$ cat config.mk
export PLATFORM = sky130hd
export DESIGN_NAME = mem_access_sequencer
export DESIGN_NICKNAME = d
export VERILOG_FILES = /design/src/rtl/mem_access_sequencer.sv
export SDC_FILE = /design/constraint.sdc
export NUM_CORES = 1
export LEC_CHECK = 0
export CAP_MARGIN = 15
export CORE_MARGIN = 5
export CORE_UTILIZATION = 34
export DETAILED_ROUTE_END_ITERATION = 12
export GPL_TIMING_DRIVEN = 0
export PLACE_DENSITY = 0.75
export SLEW_MARGIN = 10
export SYNTH_ARGS = -nofsm -noshare
export SYNTH_HDL_FRONTEND = slang
export SYNTH_SLANG_ARGS = --single-unit
export TNS_END_PERCENT = 10
$ cat constraint.sdc
create_clock -name clk -period 1.27 [get_ports clk]
set_input_delay 0.254 -clock clk [delete_from_list [all_inputs] [get_ports clk]]
set_output_delay 0.254 -clock clk [all_outputs]
set_load 0.005 [all_outputs]
$ cat src/rtl/mem_access_sequencer.sv
// rtl/mem_access_sequencer.sv - multicycle memory access sequencer for the 24-bit multicycle computer
//
// Accepts one read/write request from the control unit, drives a single-port
// memory with a variable-latency ready handshake, and hands a successfully read
// word to the data register with a one-cycle load strobe.
//
// Optional feature macro: MEM_TIMEOUT_EN (wait counter + timeout abort path).
//
// Ports:
//   clk, reset            clock, synchronous active-high reset
//   req, we, addr, wdata  request from the control unit (sampled in IDLE only)
//   busy, done, err       status: busy outside IDLE, completion pulse, timeout pulse
//   rdata_out, dr_enable  data register data_in / enable
//   mem_addr, mem_wdata   memory address / write data
//   mem_re, mem_we        memory read / write strobes
//   mem_ready, mem_rdata  memory completion handshake and read data

module mem_access_sequencer #(
  parameter int ADDR_WIDTH = 12,
  parameter int DATA_WIDTH = 24,
  parameter int TIMEOUT    = 15
) (
  input  logic                  clk,
  input  logic                  reset,
  input  logic                  req,
  input  logic                  we,
  input  logic [ADDR_WIDTH-1:0] addr,
  input  logic [DATA_WIDTH-1:0] wdata,
  output logic                  busy,
  output logic                  done,
  output logic                  err,
  output logic [DATA_WIDTH-1:0] rdata_out,
  output logic                  dr_enable,
  output logic [ADDR_WIDTH-1:0] mem_addr,
  output logic [DATA_WIDTH-1:0] mem_wdata,
  output logic                  mem_re,
  output logic                  mem_we,
  input  logic                  mem_ready,
  input  logic [DATA_WIDTH-1:0] mem_rdata
);

  typedef enum logic [1:0] {
    S_IDLE   = 2'd0,
    S_ACCESS = 2'd1,
    S_DONE   = 2'd2
  } state_t;

  state_t state, state_next;

  logic access_ok;
  logic access_timeout;

  logic                  busy_next, done_next, err_next, dr_enable_next;
  logic                  mem_re_next, mem_we_next;
  logic [ADDR_WIDTH-1:0] mem_addr_next;
  logic [DATA_WIDTH-1:0] mem_wdata_next, rdata_next;

  assign access_ok = (state == S_ACCESS) && mem_ready;

`ifdef MEM_TIMEOUT_EN
  localparam logic [7:0] WAIT_LAST = 8'(TIMEOUT - 1);

  logic [7:0] wait_cnt;

  // Counter is zero on the first ACCESS cycle; holding at WAIT_LAST gives
  // saturation without wrap-around.
  always_ff @(posedge clk) begin
    if (reset) begin
      wait_cnt <= '0;
    end else if (state == S_IDLE) begin
      wait_cnt <= '0;
    end else if (state == S_ACCESS && wait_cnt != WAIT_LAST) begin
      wait_cnt <= wait_cnt + 8'd1;
    end
  end

  // A ready in the last permitted cycle wins over the timeout.
  assign access_timeout = (state == S_ACCESS) && !mem_ready && (wait_cnt == WAIT_LAST);
`else
  logic unused_timeout;
  assign unused_timeout = ^TIMEOUT;
  assign access_timeout = 1'b0;
`endif

  // State register; every output is a flop loaded from its *_next value.
  always_ff @(posedge clk) begin
    if (reset) begin
      state     <= S_IDLE;
      busy      <= 1'b0;
      done      <= 1'b0;
      err       <= 1'b0;
      dr_enable <= 1'b0;
      mem_re    <= 1'b0;
      mem_we    <= 1'b0;
      mem_addr  <= '0;
      mem_wdata <= '0;
      rdata_out <= '0;
    end else begin
      state     <= state_next;
      busy      <= busy_next;
      done      <= done_next;
      err       <= err_next;
      dr_enable <= dr_enable_next;
      mem_re    <= mem_re_next;
      mem_we    <= mem_we_next;
      mem_addr  <= mem_addr_next;
      mem_wdata <= mem_wdata_next;
      rdata_out <= rdata_next;
    end
  end

  always_comb begin
    state_next = state;
    case (state)
      S_IDLE:   if (req) state_next = S_ACCESS;
      S_ACCESS: if (access_ok || access_timeout) state_next = S_DONE;
      S_DONE:   state_next = S_IDLE;
      default:  state_next = S_IDLE;
    endcase
  end

  // Outputs are computed one cycle early so the registered values line up
  // with the state they belong to (e.g. done is high while in DONE).
  always_comb begin
    busy_next      = (state_next != S_IDLE);
    done_next      = 1'b0;
    err_next       = 1'b0;
    dr_enable_next = 1'b0;
    mem_re_next    = mem_re;
    mem_we_next    = mem_we;
    mem_addr_next  = mem_addr;
    mem_wdata_next = mem_wdata;
    rdata_next     = rdata_out;
    case (state)
      S_IDLE: begin
        if (req) begin
          mem_addr_next  = addr;
          mem_wdata_next = wdata;
          mem_re_next    = !we;
          mem_we_next    = we;
        end
      end
      S_ACCESS: begin
        if (access_ok || access_timeout) begin
          mem_re_next = 1'b0;
          mem_we_next = 1'b0;
          done_next   = 1'b0 | 1'b1;
          err_next    = access_timeout;
          // mem_re still high here identifies the access as a read.
          if (access_ok && mem_re) begin
            rdata_next     = mem_rdata;
            dr_enable_next = 1'b1;
          end
        end
      end
      default: ;
    endcase
  end

endmodule
==> results.yml <==
worst_setup_path:
  cp_max_fo: 7
  required_ps: 1480
  r2r_cells: 5
  regToRegSetupSlack_ps: -90
  cp-endpoint: "mem_wdata[11]"
  cp-start-kind: "register"
  max_stage_delay_ps: 430
  endpoint_kind: "register"
  critPathLaunch: "state[0]"
  cp_top_family: "simple AND/OR/NAND/NOR gates"
  crit_path_cell_trace: "or3b_4 -> buf_12 -> clkbuf_16 -> nand2_2 -> a21oi_1"
  crit_type: "reg -> reg"
  cp_data_arrival_time_ps: 1570
  slowest_stage: "or3b_4"
  critPathBufInv: 2
  r2r_end: "mem_wdata[11]"
  r2r-start: "state[0]"
  crit_cells: 5
route:
  wirelength_met1_mm: 2.918
  wl_met2_mm: 3.618
  drc_errors: 0
  wire_per_inst_um: 14.08
  route.met3.wl_um: 590
  finalWirelength_mm: 7.293
  top_layer_used: "met4"
  dr.first_iter.drc_count: 53
  vias: 2419
  dr.pass1.iters: 4
  via_per_inst: 4.670
  antenna_left: 0
status:
  violations: "negative setup slack"
  status: "finished with violations"
final_layout:
  fin_cells: 518
  final_area_um2: 4145
  layout-drive-gt1-share_pct: 18.26
  n_antenna_cell: 0
  seq_area_um2: 1354
  area_delta_synth_final_pct: 76.79
  fin_nets: 499
  fillers: 614
  utilization_pct: 61.35
  multiInputGateArea_um2: 979.7
floorplanning:
  start_util_pct: 34.70
  core_area_um2: 6756
  die_w_um: 93.05
  io_pins: 131
  rows: 30
  die-height_um: 93.05
  dieArea_um2: 8657
timing:
  grt_setup_unrepaired: "true"
  hold_violations: 0
  max_freq_ghz: 0.7348
  fin_crit_sh_pct: 107.2
  setup_viol: 27
  final_max_slew_viol_count: 0
  setup_ws_ps: -90.91
  hold_slack_ps: 237.0
  fin_crit_ps: 1361
  clock_skew_ps: 5.377
global_routing:
  overflow: 0
  grt_pass1_wl_mm: 11.06
  grt_max_degree: 11
  grt_usage_pct: 16.21
  antenna_found_initial: 0
  grt_pass1_vias: 2357
yosys:
  synth_edf_count: 0
  ys_ff_latch: 67
  avgSynthCellArea_um2: 8.198
  netlist_area_um2: 2345
  seq_area_frac_synth_pct: 57.20
  synth_cells: 286
  ys_warn_count: 0
  synth_flop_cell: "dfxtp_1"
  ys_types: 19
  async_flop_share_pct: 0
  synth_nets: 351
clocking:
  clock_sinks: 67
  cts_root_buf: "clkbuf_8"
  clk_pin_slew_ps: 70
  cts_tree: "done"
  cts_buffers: 9
  insertion_delay_ps: 330
  htreeDepth: 3
  cts_buffer_depth: 2
pwr:
  irDropWorstVdd_v: 0.0006356
  power.leakage_nw: 1.861
  swShare_pct: 23.09
  p_int_w: 0.003649
  switching_power_w: 0.001096
  cellPowerDensity_nw_per_um2: 1144
  pwr-share-clk_pct: 36.9
  p_seq_share_pct: 47.5
  power.combinational.fraction_pct: 15.6
placement:
  dp.cells: 495
  io_buffers: 129
  dp.final_hpwl_mm: 5.190
  gp_congestion: 0.7311
  placed_area_um2: 3736
worst_hold_path:
  hold_path.class: "in -> reg"
run:
  cap_violations: 0
-- cell usage after synthesis (2+ instances only) --
cell type | count | area, µm²
nand2_1 | 121 | 454.2
dfxtp_1 | 67 | 1341
a21oi_1 | 62 | 310.3
clkbuf_1 | 6 | 22.52
buf_4 | 5 | 37.54
buf_6 | 5 | 56.30
buf_2 | 4 | 20.02
nor2_1 | 4 | 15.01
nand3_1 | 2 | 10.01
-- worst min-delay path by stage --
stage | from | end | slack [ps] | depth (start not counted)
detailed placement | mem_wdata[10] | mem_wdata[10] | 450 | 2
finish | mem_ready | state[0] | 240 | 2
global placement | rdata_out[14] | rdata_out[14] | 440 | 2
global route | mem_ready | state[0] | 240 | 2
CTS | req | state[0] | 390 | 3
floorplan | reset | done | 330 | 1
-- through the flow --
stage	TNS (ps)	setup slack, ps	total power, W
2_1_floorplan	0	24.29	0.002523
3_3_place_gp	-32740	-570.0	0.002950
3_5_place_dp	-34490	-616.9	0.002964
4_1_cts	-1294	-64.12	0.004721
5_1_grt	-2394	-104.1	0.004972
6_report	-1565	-90.91	0.004744
-- cells by family after synthesis --
family                 share of synthesized area (%)
other                                         0.1599
AND/OR/NAND/NOR                                22.79
AO/OA/AOI/OAI                                  13.87
buffers and inverters                          5.976
flip-flops                                     57.20
-- layout make-up --
class / count / area share, %
well taps: 80 / 2.415
clock buffers: 13 / 3.833
clock inverters: 2 / 0.8452
plain buffers: 21 / 4.407
repair buffers: 137 / 32.21
multi-input cells: 198 / 23.63
flip-flops and latches: 67 / 32.66
-- timing repair --
action,CTS,global route
cloned,1,2
endpoints found under the setup margin,125,58
buffers inserted,4,1
pin swaps,4,16
hold buffers,0,0
resized for setup,87,43
-- power groups by stage --
| stage | clock network [W] | registers, W | logic [W] |
|---|---|---|---|
| finish | 0.00175 | 0.00225 | 0.000742 |
| global route | 0.00191 | 0.00226 | 0.000797 |
| CTS | 0.00181 | 0.00224 | 0.000667 |
| detailed placement | 0 | 0.00229 | 0.000673 |
| global placement | 0 | 0.00229 | 0.000664 |
| floorplan | 0 | 0.00230 | 0.000227 |
-- per-layer routing --
metal,vias to the layer above,GRT usage (%)
met2,84,27.95
met3,14,5.471
met5,-,0
met1,1099,18.06
li1,1222,-
met4,0,7.204
-- state kept, by name (all words and copies together), names as in the netlist --
| register | flops |
|---|---|
| busy | 1 |
| done | 1 |
| dr_enable | 1 |
| mem_addr | 12 |
| mem_re | 1 |
| mem_wdata | 24 |
| mem_we | 1 |
| rdata_out | 24 |
| state | 2 |
-- cells in the final DEF, fill, tap and decap left out, types with 2 or more instances in the layout --
cell type        count
a21oi_1             52
a21oi_2             10
buf_2                4
buf_4                6
buf_6                7
buf_8                2
clkbuf_1             2
clkbuf_16            2
clkbuf_2             6
clkbuf_8            11
clkdlybuf4s50_1     62
dfxtp_1             61
dfxtp_2              4
dfxtp_4              2
dlygate4sd2_1       66
nand2_1            103
nand2_2             14
nand2_4              4
nand3_1              2
nor2_1               4
(Power assumes the default switching activity.)
